[config.mk]
export PLATFORM = sky130hd
export DESIGN_NAME = gpr_file
export DESIGN_NICKNAME = d
export VERILOG_FILES = /design/src/rtl/gpr_file.sv
export SDC_FILE = /design/constraint.sdc
export NUM_CORES = 1
export LEC_CHECK = 0
export CORE_MARGIN = 2
export CORE_UTILIZATION = 40
export CTS_CLUSTER_SIZE = 24
export DETAILED_ROUTE_END_ITERATION = 10
export SLEW_MARGIN = 15
export SYNTH_ARGS = -nofsm -noshare
export SYNTH_HDL_FRONTEND = slang
export SYNTH_SLANG_ARGS = --single-unit
[constraint.sdc]
create_clock -name clk -period 9.8 [get_ports clk]
set_input_delay 1.96 -clock clk [delete_from_list [all_inputs] [get_ports clk]]
set_output_delay 1.96 -clock clk [all_outputs]
set_load 0.02 [all_outputs]
[src/rtl/gpr_file.sv]
// rtl/gpr_file.sv - parametrised register file with busy scoreboard for the risc-16 core
//
// Register 0 reads as zero and never goes busy. Reads are combinational.
// Writes and scoreboard updates take effect on the rising clock edge.
// rst clears every register and busy bit at once, without waiting for a clock edge.
// Optional build macro GPR_BYPASS_EN forwards the writeback value to
// same-cycle reads of the destination register.
//
// Ports
//   clk, rst                     clock, asynchronous active-high reset
//   wr_en, wr_addr, wr_data      writeback port
//   rd_addr  [NUM_RD*ADDR_W]     packed read addresses, port k at [k*ADDR_W +: ADDR_W]
//   rd_data  [NUM_RD*DATA_W]     packed read data, port k at [k*DATA_W +: DATA_W]
//   rd_busy  [NUM_RD]            busy bit of each port's source register
//   issue_en, issue_addr         decode marks a register as having a pending producer
//   busy_vec [2**ADDR_W]         scoreboard, bit 0 always 0

module gpr_file #(
    parameter int DATA_W = 16,
    parameter int ADDR_W = 3,
    parameter int NUM_RD = 2
) (
    input  logic                     clk,
    input  logic                     rst,
    input  logic                     wr_en,
    input  logic [ADDR_W-1:0]        wr_addr,
    input  logic [DATA_W-1:0]        wr_data,
    input  logic [NUM_RD*ADDR_W-1:0] rd_addr,
    output logic [NUM_RD*DATA_W-1:0] rd_data,
    output logic [NUM_RD-1:0]        rd_busy,
    input  logic                     issue_en,
    input  logic [ADDR_W-1:0]        issue_addr,
    output logic [(1<<ADDR_W)-1:0]   busy_vec
);

    localparam int NREGS = 1 << ADDR_W;

    logic [DATA_W-1:0] regs_q [NREGS];
    logic [NREGS-1:0]  busy_q;
    logic [NREGS-1:0]  busy_d;

    // Issue is applied after the write clear, so a new producer issued in the
    // same cycle as the old producer's writeback keeps the register busy.
    always_comb begin
        busy_d = busy_q;
        if (wr_en) begin
            busy_d[wr_addr] = 1'b0;
        end
        if (issue_en) begin
            busy_d[issue_addr] = 1'b1;
        end
        busy_d[0] = 1'b0;
    end

    always_ff @(posedge clk or posedge rst) begin
        if (rst) begin
            for (int i = 0; i < NREGS; i++) begin
                regs_q[i] <= '0;
            end
            busy_q <= '0;
        end else begin
            if (wr_en && (wr_addr != '0)) begin
                regs_q[wr_addr] <= wr_data;
            end
            busy_q <= busy_d;
        end
    end

    assign busy_vec = busy_q;

    for (genvar k = 0; k < NUM_RD; k++) begin : g_rd
        logic [ADDR_W-1:0] addr;
        logic              fwd;

        assign addr = rd_addr[k*ADDR_W +: ADDR_W];

`ifdef GPR_BYPASS_EN
        // Forwarding is suppressed during reset so reads stay zero while rst is held.
        assign fwd = !rst && wr_en && (wr_addr != '0) && (wr_addr == addr);
`else
        assign fwd = 1'b0;
`endif

        assign rd_data[k*DATA_W +: DATA_W] = fwd ? wr_data
                                           : ((addr == '0) ? '0 : regs_q[addr]);
        // A forwarded value has arrived, so the source is ready unless a new
        // producer is being issued to it in the same cycle.
        assign rd_busy[k] = fwd ? (issue_en && (issue_addr == addr)) : busy_q[addr];
    end

endmodule

==> results.json, run 1 <==
{
  "diodes": 0,
  "path_class": "in -> out",
  "via_per_inst": 5.79,
  "synth_adder_area_share_pct": 0,
  "syn_avg_cell_area_um2": 13.2,
  "multi_input_area_um2": 3550,
  "synth_compound_area_share_pct": 8.57,
  "grt_pass1_vias": 5061,
  "die_h_um": 138,
  "synth.top_cell.area_share_pct": 45.1,
  "drc_errors": 0,
  "antenna_found_initial": 1,
  "std_cell_rows": 49,
  "pwr_density_cell_nw_per_um2": 216,
  "end_kind": "output pin",
  "wl_um": 18300,
  "synth.distinct_cells": 31,
  "syn_inst": 545,
  "finalCritPeriodShare_pct": 68.9,
  "period_minus_slack_ps": 6750,
  "grt_remaining_overflow": 0,
  "final_antenna_net_count": 0,
  "cts_setup_buffers": 0,
  "vdd_drop_max_uv": 121,
  "fillers": 1563,
  "syn2layout_area_growth_pct": 17.8,
  "ys_ff_latch": 130,
  "status": "complete, no violations",
  "wl_met1_um": 8440,
  "path_max_fanout": 20,
  "clkLatencyLatePin_ps": 420,
  "top_layer": "met5",
  "ioPinCount": 74,
  "synth_top_family_by_area": "multiplexers",
  "yosys.area.top_type": "dfrtp_1",
  "grt_pass1_wl_um": 29000,
  "fin_skew_ps": 0,
  "fp.dieW_um": 138,
  "cts.path.max_buffers": 2,
  "rsz0062_at_grt": "false",
  "synth_ff_type": "dfrtp_1",
  "yosysSeqAreaShare_pct": 45.1,
  "htree_levels": 4,
  "met2WireLength_um": 8410,
  "critPathLaunchType": "primary input",
  "cts-root-buf": "clkbuf_16",
  "cts.reportedPaths.clkPinSlew_ps": 50,
  "fin_util_pct": 47.6,
  "synthesis.nets": 577,
  "final-seq-area_um2": 3250,
  "synth_common_cells": "dfrtp_1 (130), mux2_2 (98), mux2i_1 (74)",
  "fmax_ghz": 0.148,
  "drive_gt1_share_pct": 30.9,
  "gp_congestion": 0.762,
  "worst_pin_slew_ps": 1150,
  "cts_sinks": 130,
  "synth_edf_count": 0,
  "relSlewSlack_pct": 23.6,
  "cts_resized": 0,
  "cp.arrival_ps": 4790,
  "synth.most_common_cell": "dfrtp_1",
  "tns_ps": 0,
  "cts_tree": "done",
  "grt_max_degree": 83,
  "hold_violations": 0,
  "async_flop_share_pct": 100,
  "post_dp_cell_area_um2": 7890,
  "final_cells": 828,
  "cp.required_ps": 7840,
  "synth_area_leaders": "dfrtp_1 (45%), mux2_2 (15%), mux2i_1 (10%)",
  "routedWlPerCell_um": 22.1,
  "finalSetupViolCount": 0,
  "fin_area_um2": 8500,
  "portBuffers": 72,
  "first_iter_violations": 294,
  "wl_met3_um": 1150,
  "synth-simple-area-share_pct": 3.97,
  "initial_core_util_pct": 40.4,
  "coreArea_um2": 17800,
  "yosys_warnings": 0,
  "drv_slew": 0,
  "vias": 4792,
  "syn_area_um2": 7210,
  "firstDrtPassIters": 4,
  "place_inst": 797,
  "power.leakage_nw": 3.71,
  "hold_class": "reg -> reg",
  "holdBufCountCts": 0,
  "cts_buffers": 17,
  "dieArea_um2": 19100,
  "finish.net_count": 619,
  "synth_mux_area_share_pct": 36.7,
  "dpl.hpwl_um": 11200,
  "synth_xor_area_share_pct": 0,
  "grt_usage_pct": 19.7,
  "max-cap-violations": 0
}
[cell families after synthesis]
kind of cell | after synthesis
multiplexers | 218
flip-flops | 130
AO/OA/AOI/OAI | 91
buffers and inverters | 67
AND/OR/NAND/NOR | 38
other | 1
[power breakdown]
part | total (mW) | leakage [nW] | switching (mW) | internal [mW]
Combinational | 0.457 | 1.83 | 0.199 | 0.259
Sequential | 0.731 | 1.58 | 0.0852 | 0.646
Clock | 0.650 | 0.298 | 0.218 | 0.432
Total | 1.84 | 3.71 | 0.502 | 1.34
[cell type report]
| class | instances | share of cell area, % |
|---|---|---|
| Multi-Input combinational cell | 348 | 41.8 |
| Sequential cell | 130 | 38.3 |
| Timing Repair Buffer | 79 | 8.86 |
| Clock buffer | 27 | 6.04 |
| Tap cell | 229 | 3.37 |
| Clock inverter | 4 | 1.12 |
| Inverter | 11 | 0.515 |
[through the flow]
| step | hold slack (ps) | power (mW) | worst slack [ps] |
|---|---|---|---|
| after detailed placement | 365 | 1.20 | 3110 |
| after global placement | 364 | 1.18 | 3150 |
| after floorplan | 428 | 1.04 | 4370 |
| after CTS | 380 | 1.85 | 3090 |
| after global routing | 391 | 1.93 | 2930 |
| final | 379 | 1.84 | 3050 |
[per-layer routing]
layer | vias to the layer above | track usage (%)
met5 | - | 0
met4 | 2 | 6.39
met3 | 27 | 5.54
met2 | 142 | 29.7
met1 | 2491 | 27.5
li1 | 2130 | -
[layout by cell type, fill, tap and decap left out, types with 4 or more instances in the layout]
| cell | Yosys | final |
|---|---|---|
| buf_2 | 16 | 4 |
| clkbuf_16 | 0 | 17 |
| a21oi_1 | 7 | 7 |
| mux2_2 | 98 | 98 |
| mux2_4 | 27 | 27 |
| o22a_1 | 18 | 18 |
| nand2b_1 | 7 | 7 |
| dfrtp_1 | 130 | 130 |
| nand2_1 | 19 | 19 |
| a22oi_1 | 7 | 7 |
| clkbuf_1 | 15 | 5 |
| inv_1 | 11 | 10 |
| buf_4 | 15 | 7 |
| a221oi_1 | 7 | 7 |
| mux4_2 | 16 | 16 |
| clkbuf_8 | 0 | 5 |
| o21ai_0 | 13 | 13 |
| mux2i_1 | 74 | 74 |
| o22ai_1 | 38 | 38 |
| clkdlybuf4s50_1 | 0 | 68 |
[sequential cells by signal (all words and copies together), names as in the netlist]
signal	count
regs_q	123
busy_vec	7
[final timing paths]
path                        startpoint     endpoint  slack (ps)  depth (start not counted)
setup / recovery            rd_addr[5]  rd_data[30]        3050                          5
max in group asynchronous          rst   regs_q[44]        6320                          3
min in group asynchronous          rst   regs_q[93]        1970                          2
hold reg to reg            regs_q[124]  regs_q[124]         380                          0
hold / removal             regs_q[124]  regs_q[124]         380                          0
setup reg to reg            regs_q[14]   regs_q[14]        8990                          1
[critical path: stages]
cell	delay (ps)
clkdlybuf4s50_1	1060
nand2_1	640
o22ai_1	350
o22a_1	170
clkdlybuf4s50_1	610
Note: power is estimated with default switching activity, not from simulation.
==> run 2: changes to the inputs <==
==> constraint.sdc (replaced) <==
create_clock -name clk -period 5.65 [get_ports clk]
set_input_delay 1.13 -clock clk [delete_from_list [all_inputs] [get_ports clk]]
set_output_delay 1.13 -clock clk [all_outputs]
set_load 0.02 [all_outputs]
==> run 2 against run 1 <==
- power increased by 74%
- global-route usage decreased by 0.32 points
- register-to-register slack got worse by 4200 ps
- flip-flop and latch count unchanged
- cell area increased by 0.57%
- hold slack got worse by 5.7 ps
- critical path depth increased by 1
- clock skew unchanged
- critical path type unchanged
- critical endpoint is now rd_data[8]
- highest routed layer unchanged
==> results.json, run 2 (synthesis gave the netlist of run 1 again) <==
{
  "status": "complete, no violations",
  "cp.arrival_ps": 3550,
  "end_kind": "output pin",
  "wl_um": 18300,
  "dpl_worst_slack_ps": 1010,
  "antenna_found_initial": 1,
  "cts_setup_buffers": 0,
  "critPathLaunchType": "primary input",
  "grt_pass1_wl_um": 28500,
  "std_cell_rows": 49,
  "rr_endpoint": "regs_q[13]",
  "relSlewSlack_pct": 39.2,
  "cts_resized": 0,
  "post_dp_cell_area_um2": 7930,
  "top_register": "regs_q",
  "portBuffers": 72,
  "r2r_start": "regs_q[13]",
  "cp.required_ps": 4520,
  "coreArea_um2": 17800,
  "routedWlPerCell_um": 21.9,
  "syn2layout_area_growth_pct": 18.5,
  "path_class": "in -> out",
  "final-seq-area_um2": 3250,
  "period_minus_slack_ps": 4680,
  "htree_levels": 4,
  "power.leakage_nw": 3.73,
  "grt_pass1_vias": 4986,
  "p_comb_share_pct": 24.9,
  "dieArea_um2": 19100,
  "slowest_delay_ps": 630,
  "crit_path_top_delay_cell": "or2_1",
  "fin_area_um2": 8550,
  "grt_usage_pct": 19.3,
  "gp_congestion": 0.769,
  "pwr_density_cell_nw_per_um2": 375,
  "via_per_inst": 5.77,
  "diodes": 0,
  "cts-root-buf": "clkbuf_16",
  "path_max_fanout": 20,
  "r2r_slack_ps": 4830,
  "finalCritPeriodShare_pct": 82.8,
  "final_common_cell": "dfrtp_1",
  "vdd_drop_max_uv": 233,
  "cts_buffers": 17,
  "fillers": 1537,
  "ioPinCount": 74,
  "grt_max_degree": 68,
  "cts_sinks": 130,
  "dpl.hpwl_um": 11600,
  "hold_violations": 0,
  "initial_core_util_pct": 40.4,
  "first_iter_violations": 280,
  "switching_share_pct": 27.9,
  "hold_class": "reg -> reg",
  "rsz0062_at_grt": "false",
  "final_cell_mix": "dfrtp_1 (130), mux2_2 (98), mux2i_1 (74), clkdlybuf4s50_1 (68), o22ai_1 (38)",
  "internal_power_mw": 2.31,
  "fmax_ghz": 0.214,
  "max-cap-violations": 0,
  "drive_gt1_share_pct": 32.1,
  "whs_path_depth": 0,
  "drv_slew": 0,
  "tns_ps": 0,
  "setup_slack_ps": 970,
  "seq_power_share_pct": 39.7,
  "largest_reg_flops": 123,
  "final_antenna_net_count": 0,
  "fp.dieW_um": 138,
  "holdPathEnd": "regs_q[124]",
  "fin_skew_ps": 0,
  "cts.reportedPaths.clkPinSlew_ps": 50,
  "finalSetupViolCount": 0,
  "finish.net_count": 623,
  "multi_input_area_um2": 3550,
  "firstDrtPassIters": 5,
  "hold_path.startpoint": "regs_q[124]",
  "clkLatencyLatePin_ps": 410,
  "die_h_um": 138,
  "worst_pin_slew_ps": 913,
  "reg2regPathDepth": 1,
  "vias": 4809,
  "grt_remaining_overflow": 0,
  "power.switching_mw": 0.893,
  "cts_tree": "done",
  "crit_top_cell": "clkdlybuf4s50_1",
  "crit_chain": "clkdlybuf4s50_1 > buf_4 > or2_1 > o22ai_1 > o22a_1 > clkdlybuf4s50_1",
  "power_frac_clock_pct": 35.4,
  "drc_errors": 0,
  "holdBufCountCts": 0,
  "cts.path.max_buffers": 2
}
-- run 2: changes by cell type in the layout (fill, tap and decap cells not counted), sizes merged --
cell,delta
buf,+4
clkinvlp,+2
clkbuf,-5
clkinv,+4
-- run 2: power groups by stage --
stage	clock network (mW)	registers (mW)	logic, mW
6_report	1.13	1.27	0.797
4_1_cts	1.15	1.27	0.805
3_5_place_dp	0	1.28	0.799
5_1_grt	1.19	1.29	0.857
2_1_floorplan	0	1.24	0.561
3_3_place_gp	0	1.26	0.782
-- run 2: per-stage QoR --
stage / power, mW / hold WS (ps) / utilization, % / instances
after detailed placement: 2.08 / 365 / 44.5 / 801
after floorplan: 1.80 / 428 / - / 545
after CTS: 3.22 / 377 / 47.9 / 833
final: 3.20 / 373 / 47.9 / 833
after global routing: 3.35 / 383 / 47.9 / 833
after global placement: 2.04 / 365 / 44.5 / 801
-- run 2: final cells by class --
class | instances | area share, %
clock buffers | 22 | 5.67
clock inverters | 10 | 1.52
inverters | 11 | 0.512
multi-input cells | 348 | 41.6
flip-flops and latches | 130 | 38.1
well taps | 229 | 3.35
repair buffers | 83 | 9.31
-- run 2: worst max-delay path by stage --
| stage | startpoint | endpoint | slack (ps) | depth (start not counted) |
|---|---|---|---|---|
| detailed placement | rd_addr[0] | rd_data[3] | 1010 | 6 |
| CTS | rd_addr[2] | rd_data[8] | 1010 | 6 |
| floorplan | rst | busy_vec[1] | 1050 | 1 |
| finish | rd_addr[2] | rd_data[8] | 970 | 6 |
| global route | rd_addr[0] | rd_busy[0] | 890 | 6 |
| global placement | rd_addr[2] | rd_data[8] | 1020 | 6 |
-- run 2: critical path, delay by kind of cell --
kind / cells / cell delay (ps)
buf+inv: 3 / 1260
compound gates: 2 / 530
simple gates: 1 / 630
-- run 2: metal layers --
metal | routed length, um | GRT usage [%] | vias to the layer above
met3 | 899 | 4.02 | 34
met4 | 391 | 7.36 | 2
met5 | 12 | 0 | -
li1 | - | - | 2131
met2 | 8570 | 30.4 | 129
met1 | 8390 | 26.5 | 2513
